==> src/rtl/rd_timeout_cnt.sv <==
// Loadable idle counter with a terminal flag. The counter reloads to 1 on
// activity so that an abort lands exactly TERM cycles after the last read.
module rd_timeout_cnt #(
    parameter int TERM = 4096
) (
    input  logic clk,
    input  logic rst_n,
    input  logic load,
    input  logic inc,
    output logic tc
);

    localparam int CNT_W = $clog2(TERM + 1);
    localparam logic [CNT_W-1:0] LOAD_VAL = CNT_W'(1);
    localparam logic [CNT_W-1:0] TERM_M1  = CNT_W'(TERM - 1);
    localparam logic [CNT_W-1:0] CNT_MAX  = '1;

    logic [CNT_W-1:0] cnt;

    // Terminal when this idle cycle completes the TERM-cycle window.
    assign tc = inc && !load && (cnt >= TERM_M1);

    // Reload on activity, otherwise count idle cycles (saturating).
    always_ff @(posedge clk or negedge rst_n) begin
        if (!rst_n)
            cnt <= LOAD_VAL;
        else if (load)
            cnt <= LOAD_VAL;
        else if (inc && cnt != CNT_MAX)
            cnt <= cnt + CNT_W'(1);
    end

endmodule

==> config.mk <==
export PLATFORM = sky130hd
export DESIGN_NAME = rd_timeout_cnt
export DESIGN_NICKNAME = d
export VERILOG_FILES = /design/src/rtl/rd_timeout_cnt.sv
export SDC_FILE = /design/constraint.sdc
export NUM_CORES = 1
export LEC_CHECK = 0
export BUFFER_PORTS_ARGS = -buffer_cell sky130_fd_sc_hd__buf_2
export CORE_MARGIN = 2
export CORE_UTILIZATION = 26
export DETAILED_ROUTE_END_ITERATION = 12
export GPL_TIMING_DRIVEN = 0
export MAX_ROUTING_LAYER = met4
export PLACE_DENSITY = 0.41
export SYNTH_ARGS = -nofsm -noshare
export SYNTH_HDL_FRONTEND = slang
export SYNTH_SLANG_ARGS = --single-unit
==> constraint.sdc <==
create_clock -name clk -period 2.41 [get_ports clk]
set_input_delay 0.241 -clock clk [delete_from_list [all_inputs] [get_ports clk]]
set_output_delay 0.241 -clock clk [all_outputs]
set_load 0.01 [all_outputs]
== After elaboration in Yosys (flattened, before gate mapping) ==
Cells that the tools add are included.

* Register bits after elaboration: 13
* Input port bits: 4
* Output and inout port bits: 1
* Word-level logic and storage cells: 11

* Add/subtract/negate cells: 1
* Order comparisons: 1
* Eq/ne operators: 1
* Mux-type cells: 2
* Reductions and logical operators: 5

{| class="wikitable"
|+ Operators with widths
! kind !! number
|-
| 13-bit two-way mux || 2
|-
| 13-bit by 1-bit adder with 13-bit output (second input constant) || 1
|-
| 13-bit by 12-bit greater-or-equal comparator with 1-bit output (second input constant) || 1
|-
| 13-bit != test (second input constant) || 1
|-
| 1-bit logical AND || 3
|-
| 2-bit nonzero test || 1
|-
| 1-bit logical NOT || 1
|}

== Longest topological paths before layout ==
Gate-level depths: netlist of run 1.

* Depth in word-level cells: 4
* Mapped depth: 6
* Depth with buffers taken out: 5

== Worst setup path after synthesis of run 1 ==
No wires, ideal clock.

* Kind: register -> register
* From: reg cnt[0]
* To: reg cnt[11]
* Setup time: 0.125 ns
* Arrival time: 1.687 ns
* Required time: 2.285 ns
* Setup slack: 0.598 ns
* Stages on the path, launching flop included: 7
* Path buffers: 1
* Clock period less this slack: 1.812 ns
* Cells stage by stage: dfstp_2 > ha_1 > nand3_1 > o41ai_4 > buf_6 > nor3_2 > mux2_4

* Cells in the longest elaborated chain, start to end: 3
* Elaborated cells on any way between the ends: 6
* Those cells by class: add/sub (1); eq/ne (1); mux (2); reduce/logical (2)

{| class="wikitable"
|+ RTL lines
! what !! RTL line !! RTL
|-
| start, declared || 18 || <nowiki>logic [CNT_W-1:0] cnt;</nowiki>
|-
| start signal, assigned || 30 || <nowiki>cnt <= cnt + CNT_W'(1);</nowiki>
|-
| 13-bit by 1-bit adder with 13-bit output or 13-bit != test (tied branches) || 30, 29 ||
|-
| 13-bit two-way mux or 1-bit logical AND (tied branches) || 29 || <nowiki>else if (inc && cnt != CNT_MAX)</nowiki>
|-
| 13-bit two-way mux or 2-bit nonzero test (tied branches) || - ||
|}

Parallel ways exist; a longest one is shown, timed or not. The select of a mux whose other input is x is not followed.
A chain may end at the register's enable or synchronous reset.

== Final worst setup path of run 1 ==
* From: reg cnt[0]
* To: out tc

* Cells in the longest elaborated chain, start to end: 2

{| class="wikitable"
|+ RTL lines
! what !! RTL line !! RTL
|-
| 13-bit by 12-bit greater-or-equal comparator with 1-bit output || 21 || <nowiki>assign tc = inc && !load && (cnt >= TERM_M1);</nowiki>
|-
| 1-bit logical AND || 21 ||
|-
| end, declared || 10 || <nowiki>output logic tc</nowiki>
|}

No other way between the ends.

==> results of run 1 <==
[kinds of logic after synthesis]
| group | share of synthesized area, % |
|---|---|
| and+or+nand+nor | 29.15 |
| buffers and inverters | 3.420 |
| adders and majority gates | 1.628 |
| muxes | 6.515 |
| AOI/OAI and AO/OA | 14.49 |
| DFF | 42.51 |
| xor gates and xnor gates | 2.281 |
[power by group through the flow]
| stage | Sequential (uW) | Combinational, uW | Clock [uW] |
|---|---|---|---|
| finish | 231 | 34.8 | 138 |
| global route | 233 | 40.9 | 158 |
| CTS | 232 | 36.3 | 146 |
| detailed placement | 236 | 34.9 | 0 |
| global placement | 236 | 34.3 | 0 |
| floorplan | 234 | 20.5 | 0 |
[cells in the mapped netlist, drive strengths merged, types with 2 or more instances]
library cell   n
mux2           2
nor3           4
nand4          5
nor2          10
a31oi          2
inv            2
o21ai          2
mux2i          2
dfrtp         12
nand3          2
nor2b          2
o31ai          2
a21oi          6
nand2          4
and4           2
or4            2
[critical path, delay by kind of cell, from the launching register on]
kind | cells | cell delay, ns
buffers and inverters | 1 | 0.16
and+or+nand+nor | 3 | 0.48
adders and majority gates | 1 | 0.22
DFF | 1 | 0.58
AOI/OAI and AO/OA | 1 | 0.10
[routing by layer]
| layer | global-route usage, % | vias up | part of all wire, % |
|---|---|---|---|
| met3 | 1.978 | 2 | 3.1 |
| met5 | - | - | 0 |
| met1 | 15.77 | 285 | 49 |
| met2 | 17.34 | 12 | 46 |
| met4 | 4.983 | 0 | 1.1 |
| li1 | - | 298 | - |
[worst paths after layout]
check,start,end,slack (ns),depth (start not counted)
max,cnt[0]$_DFFE_PN1P_,tc,0.35,6
min,load,cnt[0]$_DFFE_PN1P_,0.25,2
max reg2reg,cnt[0]$_DFFE_PN1P_,cnt[11]$_DFFE_PN0P_,0.43,6
min reg2reg,cnt[12]$_DFFE_PN0P_,cnt[12]$_DFFE_PN0P_,0.60,2
max in group asynchronous,rst_n,cnt[0]$_DFFE_PN1P_,1.73,2
min in group asynchronous,rst_n,cnt[4]$_DFFE_PN0P_,0.39,2
[stage by stage]
| step | cells | hold WS, ns | worst slack (ns) |
|---|---|---|---|
| after CTS | 116 | 0.2496 | 0.3248 |
| final | 116 | 0.2546 | 0.3541 |
| after detailed placement | 111 | 0.1608 | 0.4212 |
| after global routing | 116 | 0.2518 | 0.1767 |
| after global placement | 111 | 0.1608 | 0.4164 |
| after floorplan | 76 | -0.05459 | 0.5977 |
[cell type report]
class                           instances  area [um2]  share of cell area (%)
Timing Repair Buffer                    5       30.03                   3.478
Sequential cell                        13       326.6                   37.83
Multi-Input combinational cell         58       415.4                   48.12
Clock buffer                            4       26.28                   3.043
Inverter                                3       11.26                   1.304
Tap cell                               31       38.79                   4.493
Buffer                                  2       15.01                   1.739
==> results.md, run 1 <==
- Gates resized, CTS repair: 0
- Critical-path top delay cell: sky130_fd_sc_hd__dfstp_2
- Clock sinks: 13
- Unrepaired setup endpoints after global routing: no
- Number of post-CTS setup repair buffers: 0
- Top achievable clock speed: 486.4 MHz
- Die extent in y: 58.36 um
- GPL Wtd Cong: 0.7833
- Die outline area: 3405 um2
- Critical path start-end classification: flop to primary output
- Net switching power: 101.8 uW
- DRT iter0 DRCs: 10
- FFs w/ async S/R, synth: 100.0%
- P per Cell Area: 468.0 nW/um2
- Synthesis Warnings: 0
- Power share of the clock group: 34.1%
- Average size of a mapped cell: 10.11 um2
- First-pass GRT wire length: 2.829 mm
- Filler instances: 282
- Min Tclk post-route: 2.056 ns
- Final Hold Fails: 0
- Io pins: 5
- Top-area cell type share of the netlist area: 39.09%
- Net switching share of the total power: 25.18%
- Sequential cell fraction of total power: 57.3%
- Run status: finished clean
- X dimension of the die: 58.36 um
- Maximum vdd ir drop: 0.2634 mV
- Largest registers ranked by flip-flop count: cnt (13)
- Cell Area, Synth: 768.2 um2
- Cells along the critical path: ha_1 -> nand3_1 -> nand2_1 -> a31oi_1 -> nor3b_1 -> buf_2
- Max stage delay on crit path: 0.58 ns
- Number of pins with negative max-slew slack in the final report: 0
- Clk Latency, worst-skew pair: 0.27 ns
- Initial antenna violation count: 0
- CP Capture Type: primary output
- CTS H-Tree Depth: 1
- GRT Residual Overflow: 0
- Root cell of the clock tree: sky130_fd_sc_hd__clkbuf_4
- Portion of total power attributed to combinational logic: 8.6%
- Clock tree from TritonCTS: yes
- Post-Layout Inst Area: 863.3 um2
- Clock-pin slew on the worst setup and hold paths: 0.08 ns
- Static Leakage: 0.0003487 uW
- Mapped Nets: 81
- Hold bufs inserted after CTS: 1
- Number of cells produced by synthesis: 76
- Total core area: 2781 um2
- Top area cells in the synthesized netlist: sky130_fd_sc_hd__dfrtp_1 (39%), sky130_fd_sc_hd__nor2_1 (4.9%), sky130_fd_sc_hd__a21oi_1 (3.9%)
- # setup viols final: 0
- Kind of launch point of the worst setup path: flop
- Via count of the first global-routing pass: 579
- Average wire per cell in the routed design: 13.69 um
- Internal portion of total power: 302.3 uW
- Netlist cell types: 35
- Slew of the pin with the lowest slew margin: 0.5026 ns
- Layout Utilization: 31.04%
- Final sum of negative setup slack: 0 ns
- Flip-flop count of the largest register after layout: 13
- CP required: 2.17 ns
- Number of antenna-violating nets in the routed design: 0
- Max_cap viols: 0
- Starting utilization of the core area: 27.62%
- Worst-path fanout max: 4
- Number of port buffers: 4
- Gr usage total: 11.70%
- Number of buffers inserted during clock tree synthesis: 3
- Final Total Pwr: 404.0 uW
- Portion of the post-synthesis area used by sequential elements: 42.51%
- Worst hold path type: input port to flop
- Area Growth Syn to Fin: 12.38%
- FP Rows: 19
- Arrival time worst endpoint: 1.81 ns
- Post-DR vias/cell: 5.147
- Total vias in the final route: 597
- Seq cells post-synth: 13
- Half-perimeter wire length after placement: 1.142 mm
- Number of optimization iterations in the first detailed-route pass: 4
- Layout cells sized above 1: 18.82%
- DRC violation count after routing: 0
- Number of flops mapped to enable cells by yosys: 0
- Most frequently used flop master after synthesis: sky130_fd_sc_hd__dfrtp_1
- Register ranked first by flip-flop count: cnt
- Net count of the finished layout: 91
- Library cell occupying the most area in the post-synthesis netlist: sky130_fd_sc_hd__dfrtp_1
- Most common cell after layout, fill and taps aside: sky130_fd_sc_hd__dfrtp_1
- Clk_skew: 0.0004472 ns
- DRT Wirelength: 1.588 mm
- Portion of the clock cycle consumed by the worst path in the final layout: 85.31%
- Maximum root-to-sink buffer count: 2
- Placed instance area: 827.0 um2
- Largest net degree at the start of global routing: 14
- Relative max-transition margin: 66.49%
- Diode insertion count for antenna repair: 0
- Most frequent cells in the layout: sky130_fd_sc_hd__dfrtp_1 (12), sky130_fd_sc_hd__nor2_1 (10), sky130_fd_sc_hd__a21oi_1 (6), sky130_fd_sc_hd__nand2_1 (4), sky130_fd_sc_hd__buf_2 (4)
Note: power is estimated with default switching activity, not from simulation.
==> run 2, diff against run 1 <==
- ABC_AREA: default -> 1
- MAX_ROUTING_LAYER: met4 -> default
==> run 2 against run 1 <==
  * Synthesized cell count grew 59%
  * Clock-buffer cell count is the same
  * Setup slack gained 0.081 ns
  * Via count grew 28%
  * Non-clock buffer count shrank 1
  * Power grew 16%
  * Critical path depth is the same
  * Clock power is essentially flat
  * Critical path type unchanged
  * Highest routed layer unchanged
==> results.md, run 2 <==
- Run status: finished clean
- Clock tree from TritonCTS: yes
- Die extent in y: 61.75 um (+5.8%)
- Portion of the clock cycle consumed by the worst path in the final layout: 81.94% (-3.4 points)
- Arrival time worst endpoint: 1.73 ns (-0.08 ns)
- Seq cells post-synth: 13 (unchanged)
- Largest net degree at the start of global routing: 14 (unchanged)
- Worst hold path type: input port to flop
- Relative max-transition margin: 68.69% (+2.2 points)
- Number of optimization iterations in the first detailed-route pass: 4 (unchanged)
- Most numerous cell in the Yosys netlist: sky130_fd_sc_hd__nand2_1
- Layout cells sized above 1: 15.38% (-3.4 points)
- Flip-flop count of the largest register after layout: 13 (unchanged)
- Final Hold Fails: 0 (unchanged)
- Clock-pin slew on the worst setup and hold paths: 0.09 ns (about the same)
- First-pass GRT wire length: 3.422 mm (+21%)
- Worst-path fanout max: 5 (+1)
- Clock sinks: 13 (unchanged)
- CTS H-Tree Depth: 1 (unchanged)
- Critical path start-end classification: flop to primary output
- GRT Residual Overflow: 0 (unchanged)
- Static Leakage: 0.0003983 uW (+14%)
- FP Rows: 20 (+1)
- FFs w/ async S/R, synth: 100.0% (unchanged)
- Netlist cell types: 21 (-40%)
- Most common cell after layout, fill and taps aside: sky130_fd_sc_hd__nand2_1
- P per Cell Area: 479.0 nW/um2 (+2.3%)
- Clk_skew: 0.004422 ns (+0.003974 ns)
- Critical register-to-register path startpoint: cnt[0]$_DFFE_PN1P_
- Final hold slack: 0.3029 ns (+0.04837 ns)
- Final sum of negative setup slack: 0 ns (unchanged)
- Hold bufs inserted after CTS: 1 (unchanged)
- Maximum root-to-sink buffer count: 2 (unchanged)
- Synthesis Warnings: 0 (unchanged)
- Library cell occupying the most area in the post-synthesis netlist: sky130_fd_sc_hd__dfrtp_1
- Post-DR vias/cell: 4.391 (-15%)
- Number of pins with negative max-slew slack in the final report: 0 (unchanged)
- Amount of wire on met3 after detailed routing: 55 um (+10%)
- CP Capture Type: primary output
- Half-perimeter wire length after placement: 1.429 mm (+25%)
- DRT Wirelength: 1.929 mm (+21%)
- Amount of wire on met2 after detailed routing: 821 um (+12%)
- Maximum vdd ir drop: 0.2124 mV (-19%)
- DRT iter0 DRCs: 27 (+17)
- Most frequently used flop master after synthesis: sky130_fd_sc_hd__dfrtp_1
- Cell Area, Synth: 867.1 um2 (+13%)
- Average size of a mapped cell: 7.166 um2 (-29%)
- Number of post-CTS setup repair buffers: 0 (unchanged)
- DRC violation count after routing: 0 (unchanged)
- Filler instances: 365 (+29%)
- Slew of the pin with the lowest slew margin: 0.4680 ns (-0.03462 ns)
- Total vias in the final route: 764 (+28%)
- Mapped Nets: 126 (+56%)
- M1 WL: 1.033 mm (+32%)
- Top-area cell type share of the netlist area: 34.63% (-4.5 points)
- Gates resized, CTS repair: 0 (unchanged)
- CP required: 2.17 ns (about the same)
- Portion of the post-synthesis area used by sequential elements: 37.66% (-4.8 points)
- Top area cells in the synthesized netlist: sky130_fd_sc_hd__dfrtp_1 (35%), sky130_fd_sc_hd__nand2_1 (16%), sky130_fd_sc_hd__nand3_1 (8.7%)
- GPL Wtd Cong: 0.7808 (-0.32%)
- Most frequent cells in the layout: sky130_fd_sc_hd__nand2_1 (36), sky130_fd_sc_hd__nand3_1 (15), sky130_fd_sc_hd__inv_1 (13), sky130_fd_sc_hd__nor2_1 (12), sky130_fd_sc_hd__dfrtp_1 (12)
- Number of flops mapped to enable cells by yosys: 0 (unchanged)
- Worst R2R Setup Slack: 0.59 ns (+0.16 ns)
- Min Tclk post-route: 1.975 ns (-0.08109 ns)
- Top achievable clock speed: 506.4 MHz (+4.1%)
- Number of port buffers: 4 (unchanged)
- Area of all sequential standard cells: 326.6 um2 (unchanged)
- Register ranked first by flip-flop count: cnt
- Kind of launch point of the worst setup path: flop
- Diode insertion count for antenna repair: 0 (unchanged)
- Hold wc startpoint: inc
- Via count of the first global-routing pass: 755 (+30%)
- Die outline area: 3813 um2 (+12%)
- Starting utilization of the core area: 27.94% (+0.32 points)
- Total core area: 3103 um2 (+12%)
- Area Growth Syn to Fin: 12.84%
- # setup viols final: 0 (unchanged)
- Net count of the finished layout: 136 (+49%)
- Top metal layer carrying routed signals: met4
- Unrepaired setup endpoints after global routing: no
- Number of antenna-violating nets in the routed design: 0 (unchanged)
- Gr usage total: 12.63% (+0.93 points)
- Io pins: 5 (unchanged)
- Number of cells produced by synthesis: 121 (+59%)
- Initial antenna violation count: 0 (unchanged)
- X dimension of the die: 61.75 um (+5.8%)
- Root cell of the clock tree: sky130_fd_sc_hd__clkbuf_4
- Clk Latency, worst-skew pair: 0.28 ns (about the same)
- Average wire per cell in the routed design: 11.09 um (-19%)
- Footprint of the multi-input gates: 476.7 um2 (+15%)
- Largest registers ranked by flip-flop count: cnt (13)
- Max_cap viols: 0 (unchanged)
- Number of buffers inserted during clock tree synthesis: 3 (unchanged)
- First element of the critical path: cnt[0]$_DFFE_PN1P_
- Commonest cells in the synthesized netlist: sky130_fd_sc_hd__nand2_1 (36), sky130_fd_sc_hd__nand3_1 (15), sky130_fd_sc_hd__inv_1 (13)
-- run 2: changes by cell type in the layout (fill, tap and decap cells not counted), sizes merged, moves of 3 or more --
cell   previous run  this run
nor2             10        15
o21ai             2        12
nand3             2        16
a21oi             6         0
inv               2        13
nand2             4        39
nor3              4         1
-- run 2: worst max-delay path, stage by stage (launching register included) --
cell and delay, ns:
sky130_fd_sc_hd__dfstp_2 0.55, sky130_fd_sc_hd__ha_1 0.21, sky130_fd_sc_hd__nand2_2 0.09, sky130_fd_sc_hd__nor2_4 0.18
sky130_fd_sc_hd__nand3_4 0.12, sky130_fd_sc_hd__a31oi_1 0.16, sky130_fd_sc_hd__buf_2 0.15
-- run 2: area by class of cell --
| type | instances | share of cell area (%) |
|---|---|---|
| multi-input combinational | 93 | 48.72 |
| sequential | 13 | 33.38 |
| tap | 44 | 5.627 |
| inverter | 14 | 5.371 |
| timing repair buffer | 5 | 3.069 |
| clock buffer | 4 | 2.685 |
| buffer | 1 | 1.151 |
-- run 2: power by group --
| part | internal [uW] | leakage (uW) | total, uW | switching, uW |
|---|---|---|---|---|
| sequential | 240 | 0.000177 | 259 | 18.7 |
| combinational | 27.4 | 0.000206 | 70.2 | 42.8 |
| clock | 64.2 | 0.0000150 | 140 | 75.4 |
| total | 332 | 0.000398 | 469 | 137 |
-- run 2: through the flow --
| step | utilization, % | area (um2) | setup WS [ns] | total power (uW) | std cells |
|---|---|---|---|---|---|
| 3_5_place_dp | 30.36 | 942.2 | 0.5919 | 332.1 | 169 |
| 6_report | 31.53 | 978.4 | 0.4352 | 468.6 | 174 |
| 4_1_cts | 31.53 | 978.4 | 0.4097 | 478.3 | 174 |
| 5_1_grt | 31.53 | 978.4 | 0.3051 | 502.5 | 174 |
| 2_1_floorplan | - | 867.1 | 0.8530 | 308.0 | 121 |
| 3_3_place_gp | 30.36 | 942.2 | 0.5938 | 331.7 | 169 |
-- run 2: per-layer routing --
metal  up-vias  GRT usage [%]
met1       340          17.03
li1        413              -
met4         0          5.471
met2         9          18.80
met3         2          3.727
met5         -              0
-- run 2: path summary, 6_finish.rpt --
| check | depth (start not counted) | endpoint |
|---|---|---|
| min in group asynchronous | 2 | cnt[3]$_DFFE_PN0P_ |
| max in group asynchronous | 2 | cnt[0]$_DFFE_PN1P_ |
| min reg2reg | 2 | cnt[1]$_DFFE_PN0P_ |
| max reg2reg | 7 | cnt[2]$_DFFE_PN0P_ |
| max | 6 | tc |
| min | 5 | cnt[11]$_DFFE_PN0P_ |
-- run 2: cells by family after synthesis --
kind of cell | count (synthesis) | synth area share (%)
and+or+nand+nor | 78 | 43.29
DFF | 13 | 37.66
AOI/OAI and AO/OA | 14 | 10.25
adders and majority gates | 1 | 1.443
buffers and inverters | 15 | 7.359
